### src/rtl/sram_fifo_ctrl_64x4_pkg.sv
`default_nettype none
// ============================================================================
// Module   : sram_fifo_pkg
// Brief    : Shared sizing constants and types for the 64x4 SRAM FIFO
//            controller.
// Revision : 1.0 - initial release
// ============================================================================
package sram_fifo_pkg;

  localparam int ADDR_W    = 6;
  localparam int DATA_W    = 4;
  localparam int SKID_D    = 2;
  localparam int CNT_W     = ADDR_W + 1;
  localparam int MEM_DEPTH = 64;

  typedef logic [ADDR_W-1:0] addr_t;
  typedef logic [DATA_W-1:0] data_t;
  typedef logic [CNT_W-1:0]  cnt_t;

endpackage
`default_nettype wire

### src/rtl/sram_fifo_ctrl_64x4_if.sv
`default_nettype none
// ============================================================================
// Module   : sram_fifo_stream_if / sram_fifo_mem_if
// Brief    : Stream-side push/pop handshake bundle and the dual-port SRAM
//            macro bus driven by the FIFO controller.
// Revision : 1.0 - initial release
// ============================================================================
interface sram_fifo_stream_if;
  import sram_fifo_pkg::*;

  logic  in_valid;
  logic  in_ready;
  data_t in_data;
  logic  out_valid;
  logic  out_ready;
  data_t out_data;
  cnt_t  count;

  // FIFO side
  modport slave (
    input  in_valid, in_data, out_ready,
    output in_ready, out_valid, out_data, count
  );

  // Producer/consumer side
  modport master (
    output in_valid, in_data, out_ready,
    input  in_ready, out_valid, out_data, count
  );
endinterface

interface sram_fifo_mem_if;
  import sram_fifo_pkg::*;

  addr_t mem_A0;
  data_t mem_D0;
  logic  mem_WE0;
  logic  mem_CE0;
  data_t mem_WEM0;
  addr_t mem_A1;
  data_t mem_D1;
  logic  mem_WE1;
  logic  mem_CE1;
  data_t mem_WEM1;
  data_t mem_Q1;

  // Controller side
  modport master (
    output mem_A0, mem_D0, mem_WE0, mem_CE0, mem_WEM0,
    output mem_A1, mem_D1, mem_WE1, mem_CE1, mem_WEM1,
    input  mem_Q1
  );

  // SRAM macro side
  modport slave (
    input  mem_A0, mem_D0, mem_WE0, mem_CE0, mem_WEM0,
    input  mem_A1, mem_D1, mem_WE1, mem_CE1, mem_WEM1,
    output mem_Q1
  );
endinterface
`default_nettype wire

### src/rtl/sram_fifo_ctrl_64x4_skid2.sv
`default_nettype none
// ============================================================================
// Module   : sram_fifo_skid2
// Brief    : Two-entry FIFO-ordered output buffer. Entry 0 is always the head;
//            entry 1 holds the next item when both are occupied. The head
//            register keeps its last value when the buffer drains.
// Revision : 1.0 - initial release
// ============================================================================
module sram_fifo_skid2
  import sram_fifo_pkg::*;
(
  input  wire logic  CLK,
  input  wire logic  RSTN,
  input  wire logic  i_push,
  input  wire data_t i_data,
  input  wire logic  i_pop,
  output data_t      o_head,
  output logic [1:0] o_cnt
);

  localparam logic [1:0] c_FULL = 2'(SKID_D);

  data_t      r_d0;
  data_t      r_d1;
  logic [1:0] r_cnt;

  // Shift-style update: pops promote entry 1 to the head, pushes land at the tail
  always_ff @(posedge CLK) begin
    if (!RSTN) begin
      r_d0  <= '0;
      r_d1  <= '0;
      r_cnt <= 2'd0;
    end else begin
      case ({i_push, i_pop})
        2'b10: begin
          if (r_cnt == 2'd0) r_d0 <= i_data;
          else               r_d1 <= i_data;
          if (r_cnt != c_FULL) r_cnt <= r_cnt + 2'd1;
        end
        2'b01: begin
          if (r_cnt == c_FULL) r_d0 <= r_d1;
          r_cnt <= r_cnt - 2'd1;
        end
        2'b11: begin
          if (r_cnt == c_FULL) begin
            r_d0 <= r_d1;
            r_d1 <= i_data;
          end else begin
            r_d0 <= i_data;
          end
        end
        default: ;
      endcase
    end
  end

  assign o_head = r_d0;
  assign o_cnt  = r_cnt;

endmodule
`default_nettype wire

### src/rtl/sram_fifo_ctrl_64x4.sv
`default_nettype none
// ============================================================================
// Module   : sram_fifo_ctrl_64x4
// Brief    : Streaming FIFO controller over a dual-port 64x4 SRAM. Port 0 only
//            writes, port 1 only reads; the 1-cycle read latency is hidden by
//            a 2-entry skid buffer so a ready consumer sees one item per cycle.
// Revision : 1.0 - initial release
// ============================================================================
module sram_fifo_ctrl_64x4
  import sram_fifo_pkg::*;
(
  input  wire logic       CLK,
  input  wire logic       RSTN,
  sram_fifo_stream_if.slave strm,
  sram_fifo_mem_if.master   mem
);

  addr_t      r_wr_ptr;
  addr_t      r_rd_ptr;
  cnt_t       r_mem_cnt;
  logic       r_inflight;

  logic       w_in_ready;
  logic       w_push;
  logic       w_out_valid;
  logic       w_pop;
  logic       w_rd_issue;
  logic [1:0] w_skid_cnt;
  data_t      w_head;

  assign w_in_ready  = RSTN & (r_mem_cnt != cnt_t'(MEM_DEPTH));
  assign w_push      = strm.in_valid & w_in_ready;
  assign w_out_valid = (w_skid_cnt != 2'd0);
  assign w_pop       = w_out_valid & strm.out_ready;

  // Issue a read only if its result is guaranteed a skid slot when it lands,
  // counting the slot a same-cycle pop frees up.
  assign w_rd_issue  = RSTN & (r_mem_cnt != '0) &
                       (({1'b0, w_skid_cnt} + {2'b00, r_inflight}) <
                        (3'd2 + {2'b00, w_pop}));

  // Pointer, occupancy and in-flight tracking; reset drops any pending read
  always_ff @(posedge CLK) begin
    if (!RSTN) begin
      r_wr_ptr   <= '0;
      r_rd_ptr   <= '0;
      r_mem_cnt  <= '0;
      r_inflight <= 1'b0;
    end else begin
      r_wr_ptr   <= r_wr_ptr + addr_t'(w_push);
      r_rd_ptr   <= r_rd_ptr + addr_t'(w_rd_issue);
      r_mem_cnt  <= r_mem_cnt + cnt_t'(w_push) - cnt_t'(w_rd_issue);
      r_inflight <= w_rd_issue;
    end
  end

  sram_fifo_skid2 u_skid (
    .CLK    (CLK),
    .RSTN   (RSTN),
    .i_push (r_inflight),
    .i_data (mem.mem_Q1),
    .i_pop  (w_pop),
    .o_head (w_head),
    .o_cnt  (w_skid_cnt)
  );

  // Stream side
  assign strm.in_ready  = w_in_ready;
  assign strm.out_valid = w_out_valid;
  assign strm.out_data  = w_head;
  assign strm.count     = r_mem_cnt + cnt_t'(w_skid_cnt) + cnt_t'(r_inflight);

  // SRAM port 0: write only. Address/data are held at zero during reset.
  assign mem.mem_A0   = RSTN ? r_wr_ptr : '0;
  assign mem.mem_D0   = RSTN ? strm.in_data : '0;
  assign mem.mem_WE0  = 1'b1;
  assign mem.mem_CE0  = w_push;
  assign mem.mem_WEM0 = '1;

  // SRAM port 1: read only
  assign mem.mem_A1   = RSTN ? r_rd_ptr : '0;
  assign mem.mem_D1   = '0;
  assign mem.mem_WE1  = 1'b0;
  assign mem.mem_CE1  = w_rd_issue;
  assign mem.mem_WEM1 = '1;

endmodule
`default_nettype wire
### src/flat_wrapper.sv
// flat-port wrapper written by rule: the top's interface ports become plain ports
module sram_fifo_ctrl_64x4_flat import sram_fifo_pkg::*;
  (CLK, RSTN, strm_in_valid, strm_in_data, strm_out_ready, strm_in_ready, strm_out_valid, strm_out_data, strm_count, mem_mem_A0, mem_mem_D0, mem_mem_WE0, mem_mem_CE0, mem_mem_WEM0, mem_mem_A1, mem_mem_D1, mem_mem_WE1, mem_mem_CE1, mem_mem_WEM1, mem_mem_Q1);
  sram_fifo_stream_if strm_i ();
  sram_fifo_mem_if mem_i ();
  input  wire logic CLK;
  input  wire logic RSTN;
  input wire logic [$bits(strm_i.in_valid)-1:0] strm_in_valid;
  input wire logic [$bits(strm_i.in_data)-1:0] strm_in_data;
  input wire logic [$bits(strm_i.out_ready)-1:0] strm_out_ready;
  output wire logic [$bits(strm_i.in_ready)-1:0] strm_in_ready;
  output wire logic [$bits(strm_i.out_valid)-1:0] strm_out_valid;
  output wire logic [$bits(strm_i.out_data)-1:0] strm_out_data;
  output wire logic [$bits(strm_i.count)-1:0] strm_count;
  output wire logic [$bits(mem_i.mem_A0)-1:0] mem_mem_A0;
  output wire logic [$bits(mem_i.mem_D0)-1:0] mem_mem_D0;
  output wire logic [$bits(mem_i.mem_WE0)-1:0] mem_mem_WE0;
  output wire logic [$bits(mem_i.mem_CE0)-1:0] mem_mem_CE0;
  output wire logic [$bits(mem_i.mem_WEM0)-1:0] mem_mem_WEM0;
  output wire logic [$bits(mem_i.mem_A1)-1:0] mem_mem_A1;
  output wire logic [$bits(mem_i.mem_D1)-1:0] mem_mem_D1;
  output wire logic [$bits(mem_i.mem_WE1)-1:0] mem_mem_WE1;
  output wire logic [$bits(mem_i.mem_CE1)-1:0] mem_mem_CE1;
  output wire logic [$bits(mem_i.mem_WEM1)-1:0] mem_mem_WEM1;
  input wire logic [$bits(mem_i.mem_Q1)-1:0] mem_mem_Q1;
  assign strm_i.in_valid = strm_in_valid;
  assign strm_i.in_data = strm_in_data;
  assign strm_i.out_ready = strm_out_ready;
  assign strm_in_ready = strm_i.in_ready;
  assign strm_out_valid = strm_i.out_valid;
  assign strm_out_data = strm_i.out_data;
  assign strm_count = strm_i.count;
  assign mem_mem_A0 = mem_i.mem_A0;
  assign mem_mem_D0 = mem_i.mem_D0;
  assign mem_mem_WE0 = mem_i.mem_WE0;
  assign mem_mem_CE0 = mem_i.mem_CE0;
  assign mem_mem_WEM0 = mem_i.mem_WEM0;
  assign mem_mem_A1 = mem_i.mem_A1;
  assign mem_mem_D1 = mem_i.mem_D1;
  assign mem_mem_WE1 = mem_i.mem_WE1;
  assign mem_mem_CE1 = mem_i.mem_CE1;
  assign mem_mem_WEM1 = mem_i.mem_WEM1;
  assign mem_i.mem_Q1 = mem_mem_Q1;
  sram_fifo_ctrl_64x4 u_core (.CLK(CLK), .RSTN(RSTN), .strm(strm_i), .mem(mem_i));
endmodule
### config.mk
export PLATFORM = sky130hd
export DESIGN_NAME = sram_fifo_ctrl_64x4_flat
export DESIGN_NICKNAME = d
export VERILOG_FILES = /design/src/rtl/sram_fifo_ctrl_64x4_pkg.sv /design/src/rtl/sram_fifo_ctrl_64x4_if.sv /design/src/rtl/sram_fifo_ctrl_64x4_skid2.sv /design/src/rtl/sram_fifo_ctrl_64x4.sv /design/src/flat_wrapper.sv
export SDC_FILE = /design/constraint.sdc
export NUM_CORES = 1
export LEC_CHECK = 0
export CORE_MARGIN = 1
export CORE_UTILIZATION = 45
export CTS_BUF_LIST = sky130_fd_sc_hd__clkbuf_8
export DETAILED_ROUTE_END_ITERATION = 12
export GPL_ROUTABILITY_DRIVEN = 0
export PLACE_DENSITY = 0.91
export SKIP_CTS_REPAIR_TIMING = 1
export SLEW_MARGIN = 10
export SYNTH_ARGS = -nofsm -noshare
export SYNTH_HDL_FRONTEND = slang
export SYNTH_SLANG_ARGS = --single-unit
### constraint.sdc
create_clock -name CLK -period 2.7 [get_ports CLK]
set_input_delay 0.54 -clock CLK [delete_from_list [all_inputs] [get_ports CLK]]
set_output_delay 0.54 -clock CLK [all_outputs]
set_load 0.02 [all_outputs]
Word level (Yosys, flattened, before mapping). Cells that the tools add are included.

Eq/ne operators: 11. Bitwise gates (word level): 5. Multiplexer cells: 12. Reductions and logical operators: 9. Order comparisons: 1. Add/subtract/negate cells: 10.

Operators with widths (number): two-way mux 4 bit (6); adder 7 x 1 -> 7 bit (2); adder 6 x 1 -> 6 bit (2); two-way mux 6 bit (2); != test 2 bit, second input constant (6); case mux 4 bit (3 select lines) (1); case mux 4 bit (2 select lines) (1); adder 7 x 2 -> 7 bit (1); != test 7 bit, second input constant (1); nonzero test 7 bit (1); subtractor 7 x 1 -> 7 bit (1); == test 2 bit, second input constant (3); AND reduction 3 bit (2); nonzero test 2 bit (3); bitwise AND 1 bit (5); case mux 2 bit (2 select lines) (1); adder 2 x 1 -> 3 bit (1); adder 2 x 1 -> 3 bit, first input constant (1); less-than comparator 3 bit (1); nonzero test 3 bit (1); adder 2 x 1 -> 2 bit, second input constant (1); == test 2 x 1 -> 1 bit, second input constant (1); zero test 2 bit (1); two-way mux 2 bit (1); 2 further kinds (2).

Output and inout bits: 45. Input port bits: 12. Register bits after elaboration: 30. Logic and storage cells: 55.

Depth between registers and ports, before layout.
Depth in word-level cells: 6. Gate-level depth with buffers: 15. Depth with buffers taken out: 15.

Hierarchy. From an unflattened synthesis, not the netlist that was laid out.

Cells, all modules: 240. Area, all modules: 2140.8 µm².

By module, submodules not included: sram_fifo_ctrl_64x4 (area an instance 1517.7 µm², instances 1, sequential area each 400.4 µm², cells each 171); sram_fifo_skid2 (area an instance 623.1 µm², instances 1, sequential area each 200.2 µm², cells each 69).

Least setup slack after synthesis. No wires, ideal clock.

Path kind: reg-to-reg. Start: register u_core.u_skid.r_cnt[0], in the netlist u_core.u_skid.o_cnt[0]. End: register u_core.r_mem_cnt[4]. Slack: -0.503 ns. Buffers on the path: 0. Data arrival time: 3.132 ns. Clock period less this slack: 3.203 ns. Setup time: 0.072 ns. Required time: 2.628 ns. Cell stages (with the launch flop): 13. Path through: dfxtp_1 -> ha_1 -> nand3b_2 -> a2111oi_2 -> ha_1 -> inv_1 -> ha_1 -> inv_1 -> fa_1 -> nor2b_1 -> nor2_1 -> o21bai_1 -> mux2i_1.

Cells in the longest elaborated chain, start to end: 6. Elaborated cells between the ends (all ways): 7. Those cells by class: add/sub: 3; order compare: 1; bitwise: 2; reduce/logical: 1.

Ends and longest elaborated chain: start: declaration (RTL line sram_fifo_ctrl_64x4_skid2.sv:25) `logic [1:0] r_cnt;`; start signal: assignment (RTL line sram_fifo_ctrl_64x4_skid2.sv:38) `if (r_cnt != c_FULL) r_cnt <= r_cnt + 2'd1;`; start signal: assignment (RTL line sram_fifo_ctrl_64x4_skid2.sv:42) `r_cnt <= r_cnt - 2'd1;`; nonzero test 2 bit (RTL line sram_fifo_ctrl_64x4.sv:33) `assign w_out_valid = (w_skid_cnt != 2'd0);`; bitwise AND 1 bit (RTL line sram_fifo_ctrl_64x4.sv:34) `assign w_pop = w_out_valid & strm.out_ready;`; adder 2 x 1 -> 3 bit (RTL line sram_fifo_ctrl_64x4.sv:40) `(3'd2 + {2'b00, w_pop}));`; less-than comparator 3 bit (*) (RTL line sram_fifo_ctrl_64x4.sv:39) `(({1'b0, w_skid_cnt} + {2'b00, r_inflight}) <`; bitwise AND 1 bit (*) (RTL line sram_fifo_ctrl_64x4.sv:38) `assign w_rd_issue = RSTN & (r_mem_cnt != '0) &`; named net mem_mem_CE1 (RTL line flat_wrapper.sv:23) `output wire logic [$bits(mem_i.mem_CE1)-1:0] mem_mem_CE1;`; subtractor 7 x 1 -> 7 bit (*) (RTL line sram_fifo_ctrl_64x4.sv:52) `r_mem_cnt <= r_mem_cnt + cnt_t'(w_push) - cnt_t'(w_rd_issue);`; end signal: assignment (RTL line sram_fifo_ctrl_64x4.sv:52); end: declaration (RTL line sram_fifo_ctrl_64x4.sv:20) `cnt_t r_mem_cnt;`.

Mark *: on every way through the listed nets, which the timed path passes. The rest lies on a longest branch. A chain may end at the register's enable or synchronous reset.

Final worst setup path.
Start: register u_core.u_skid.r_cnt[0], in the netlist u_core.u_skid.o_cnt[0]. End: register u_core.r_mem_cnt[6].

Cells in the longest elaborated chain, start to end: 6. Elaborated cells between the ends (all ways): 7. Those cells by class: add/sub: 3; order compare: 1; bitwise: 2; reduce/logical: 1.

Ends and longest elaborated chain (RTL line): nonzero test 2 bit (sram_fifo_ctrl_64x4.sv:33); bitwise AND 1 bit (sram_fifo_ctrl_64x4.sv:34); adder 2 x 1 -> 3 bit (sram_fifo_ctrl_64x4.sv:40); less-than comparator 3 bit (*) (sram_fifo_ctrl_64x4.sv:39); bitwise AND 1 bit (*) (sram_fifo_ctrl_64x4.sv:38); subtractor 7 x 1 -> 7 bit (*) (sram_fifo_ctrl_64x4.sv:52).

Every way passes the cells marked *; elsewhere a longest branch is shown, timed or not.

==> summary.log <==
[run_status] run status finished with violations
[synthesis] proportion of synthesized flip-flops having asynchronous set or reset 0
[power] Tot Pwr 2.60 mW
[synthesis] post-synthesis cell type count 44
[grt] overall global routing resource usage 0.207
[critical_path] Critical Path Fanout Max 4
[routing] average detailed-routed wire length per instance 13.5 microns
[routing] first drt pass iteration count 4
[critical_path] most numerous cell on the critical path inv_1
[sta] highest clock rate 352 MHz
[clocking] clock-pin slew reported for the worst setup and hold paths after clock tree synthesis 0.06 ns
[clocking] TritonCTS Sinks 30
[synthesis] warnings from Yosys 0
[synthesis] cell types with the largest area share after synthesis dfxtp_1 30%, ha_1 12%, and2_1 6.8%, buf_4 6.3%, nor2_1 4.8%
[clocking] TritonCTS Buffers 5
[synthesis] top post-synthesis cells by count 30 x dfxtp_1, 26 x nor2_1, 22 x and2_1
[critical_path] number of logic stages on the critical path including buffering 13
[grt] number of global-route vias before repair 1683
[final_layout] fin nets 329
[clocking] clock root buffer master clkbuf_8
[die] number of placement rows 23
[critical_path] critical path class reg -> reg
[routing] detailed-route wire length 4680 microns
[critical_path] Max stage delay cell, worst path fa_2
[clocking] maximum count of clock buffers along a single path 2
[synthesis] area share of the largest cell type after synthesis 0.298
[clocking] clk_lat worst skew 0.29 ns
[place] input/output buffers 42
[routing] count of vias placed by the detailed router 1769
[final_layout] P&R area growth vs syn 37.4%
[clocking] H-tree lvl count 2
[place] instance area after placement 2610 sq um
[routing] average via count per standard cell 5.11
[die] area of the die 4750 sq um
[sta] final setup violation count 2
[die] width of the die 69.0 microns
[clocking] clock tree from TritonCTS yes
[power] reported leakage power 1.33 nW
[worst_hold_path] Hold Path Cell Cnt 2
[power] PD cells 939 nW/um^2
[sta] Final Hold Vio Count 0
[sta] post-route clock period utilization 1.05
[routing] DRT iter0 DRCs 57
[grt] largest net degree at the start of global routing 29
[die] Std-Cell Core Area 4140 sq um
[synthesis] average size of a mapped cell 8.62 sq um
[routing] post-detailed-route DRC marker count 0
[job] number of maximum-capacitance constraint violations 0
[final_layout] total inserted antenna cells 0
[grt] residual overflow from global routing 0
[critical_path] cell breakdown of the critical path ha_4, nand3b_4, a2111oi_4, ha_1, inv_1, ha_2, inv_1, fa_2, nor2b_4, buf_4, o211ai_2, nand3_1, nor3b_1
[grt] initial antenna violation count 0
[synthesis] cell count after synthesis 234
[critical_path] Buf+Inv Stages, Crit Path 3
[synthesis] most frequently used flop master after synthesis dfxtp_1
[critical_path] type of element launching the critical path flop
[critical_path] cell count of the worst reg-to-reg path 13
[worst_hold_path] Hold Path Class reg -> reg
[synthesis] synthesized flop and latch total 30
[final_layout] fraction of final layout cells with drive strength greater than 1 0.186
[synthesis] Post-Synthesis Cell Area 2020 sq um
[critical_path] CP Data Required Time 2.90 ns
[routing] number of nets still failing antenna checks after routing 0
[final_layout] utilization after layout 0.669
[grt] global-route wire length before repair 7150 microns
[critical_path] biggest cell delay along the critical path 0.38 ns
[sta] max-slew violation count 0
[critical_path] endpoint class of the critical path flop
[die] starting density of the core 0.487
[place] hpwl dp 3540 microns
[synthesis] cell accounting for the most synthesized area dfxtp_1
[synthesis] part of the Yosys area used for sequential elements 0.298
[run_status] violated checks setup timing
[sta] final setup margin -0.143 ns
[synthesis] library cell with the highest instance count after synthesis dfxtp_1
[synthesis] number of synthesized flops with an enable pin 0
[die] ports placed on the boundary 57
[final_layout] design area 2770 sq um
[critical_path] top cell family by delay on the critical path adder cells
[sta] Worst Hold Margin 0.492 ns
[sta] clk_skew 0.00303 ns
[die] Die Y-Extent 69.0 microns
[critical_path] Worst Path Arrival 3.04 ns
[power] VDD IR-drop max 0.000471 V
[sta] final critical-path required period 2.84 ns
[sta] unrepaired setup endpoints after global routing yes
==> report_power, final <==
part           switching, mW  internal (mW)
clock network          0.175          0.201
registers             0.0861          0.556
logic                  0.815          0.770
==> flip-flops by register name (all words and copies together), names as in the netlist <==
| name | count |
|---|---|
| u_core.r_wr_ptr | 6 |
| u_core.r_mem_cnt | 7 |
| u_core.u_skid.o_head | 4 |
| u_core.u_skid.o_cnt | 2 |
| u_core.r_rd_ptr | 6 |
| u_core.u_skid.r_d1 | 4 |
| u_core.r_inflight | 1 |
==> worst min-delay path, stage by stage, from the launching register on <==
cell and delay, ns:
dfxtp_1 0.33, nor2_1 0.05, nor2_1 0.08
==> layout by cell type, fill, tap and decap left out, drive strengths merged, types with 3 or more instances in the layout <==
cell,synthesis,final
conb,2,14
o21ai,5,5
xor2,6,6
buf,21,23
and2,22,22
clkbuf,2,6
nor2b,4,4
nand2b,3,3
nand2,13,13
nand3,9,9
inv,17,18
xnor2,9,9
dfxtp,30,30
mux2i,9,9
clkdlybuf4s50,0,33
nor2,26,26
fa,3,3
or2,3,3
ha,19,19
dlymetal6s2s,0,9
a21oi,5,5
nor3,5,5
==> metrics by stage <==
step	TNS [ns]	instances	setup WS (ns)
2_1_floorplan	-0.167	246	-0.112
3_3_place_gp	-1.00	336	-0.328
3_5_place_dp	-1.42	336	-0.428
4_1_cts	-1.62	344	-0.263
5_1_grt	-0.406	346	-0.239
6_report	-0.154	346	-0.143
==> area by class of cell <==
cell class,count,area (sq um)
Fill cell,341,1370
Sequential cell,30,612
Timing Repair Buffer,65,619
Clock buffer,6,82.6
Inverter,17,63.8
Tap cell,50,62.6
Clock inverter,2,8.76
Multi-Input combinational cell,176,1320
==> final timing paths <==
| path | startpoint | to | slack, ns |
|---|---|---|---|
| hold / removal | u_core.u_skid.o_head[1]$_SDFFE_PN0P_ | u_core.u_skid.o_head[1]$_SDFFE_PN0P_ | 0.49 |
| setup / recovery | u_core.u_skid.o_cnt[0]$_SDFFE_PN0P_ | u_core.r_mem_cnt[6]$_SDFF_PN0_ | -0.14 |
| hold reg to reg | u_core.u_skid.o_head[1]$_SDFFE_PN0P_ | u_core.u_skid.o_head[1]$_SDFFE_PN0P_ | 0.49 |
| setup reg to reg | u_core.u_skid.o_cnt[0]$_SDFFE_PN0P_ | u_core.r_mem_cnt[6]$_SDFF_PN0_ | -0.14 |
==> cells by family (layout without fill, tap and decap cells) <==
group | count (synthesis) | in the layout | share of synthesized area
buffers and inverters | 40 | 90 | 0.109
adder cells (fa/ha/maj) | 22 | 22 | 0.148
XOR/XNOR | 15 | 15 | 0.0651
AO/OA/AOI/OAI | 26 | 26 | 0.104
flip-flops | 30 | 30 | 0.298
other | 2 | 14 | 0.00372
multiplexers | 9 | 9 | 0.0447
AND/OR/NAND/NOR | 90 | 90 | 0.229
==> per-layer routing <==
| layer | global-route usage | wire length (microns) | up-vias | share of wire |
|---|---|---|---|---|
| met4 | 0.120 | 121 | 0 | 0.026 |
| li1 | - | - | 866 | - |
| met1 | 0.213 | 1910 | 839 | 0.41 |
| met3 | 0.0510 | 197 | 13 | 0.042 |
| met2 | 0.376 | 2450 | 51 | 0.52 |
| met5 | 0 | 0 | - | 0 |
Note: power is estimated with default switching activity, not from simulation.
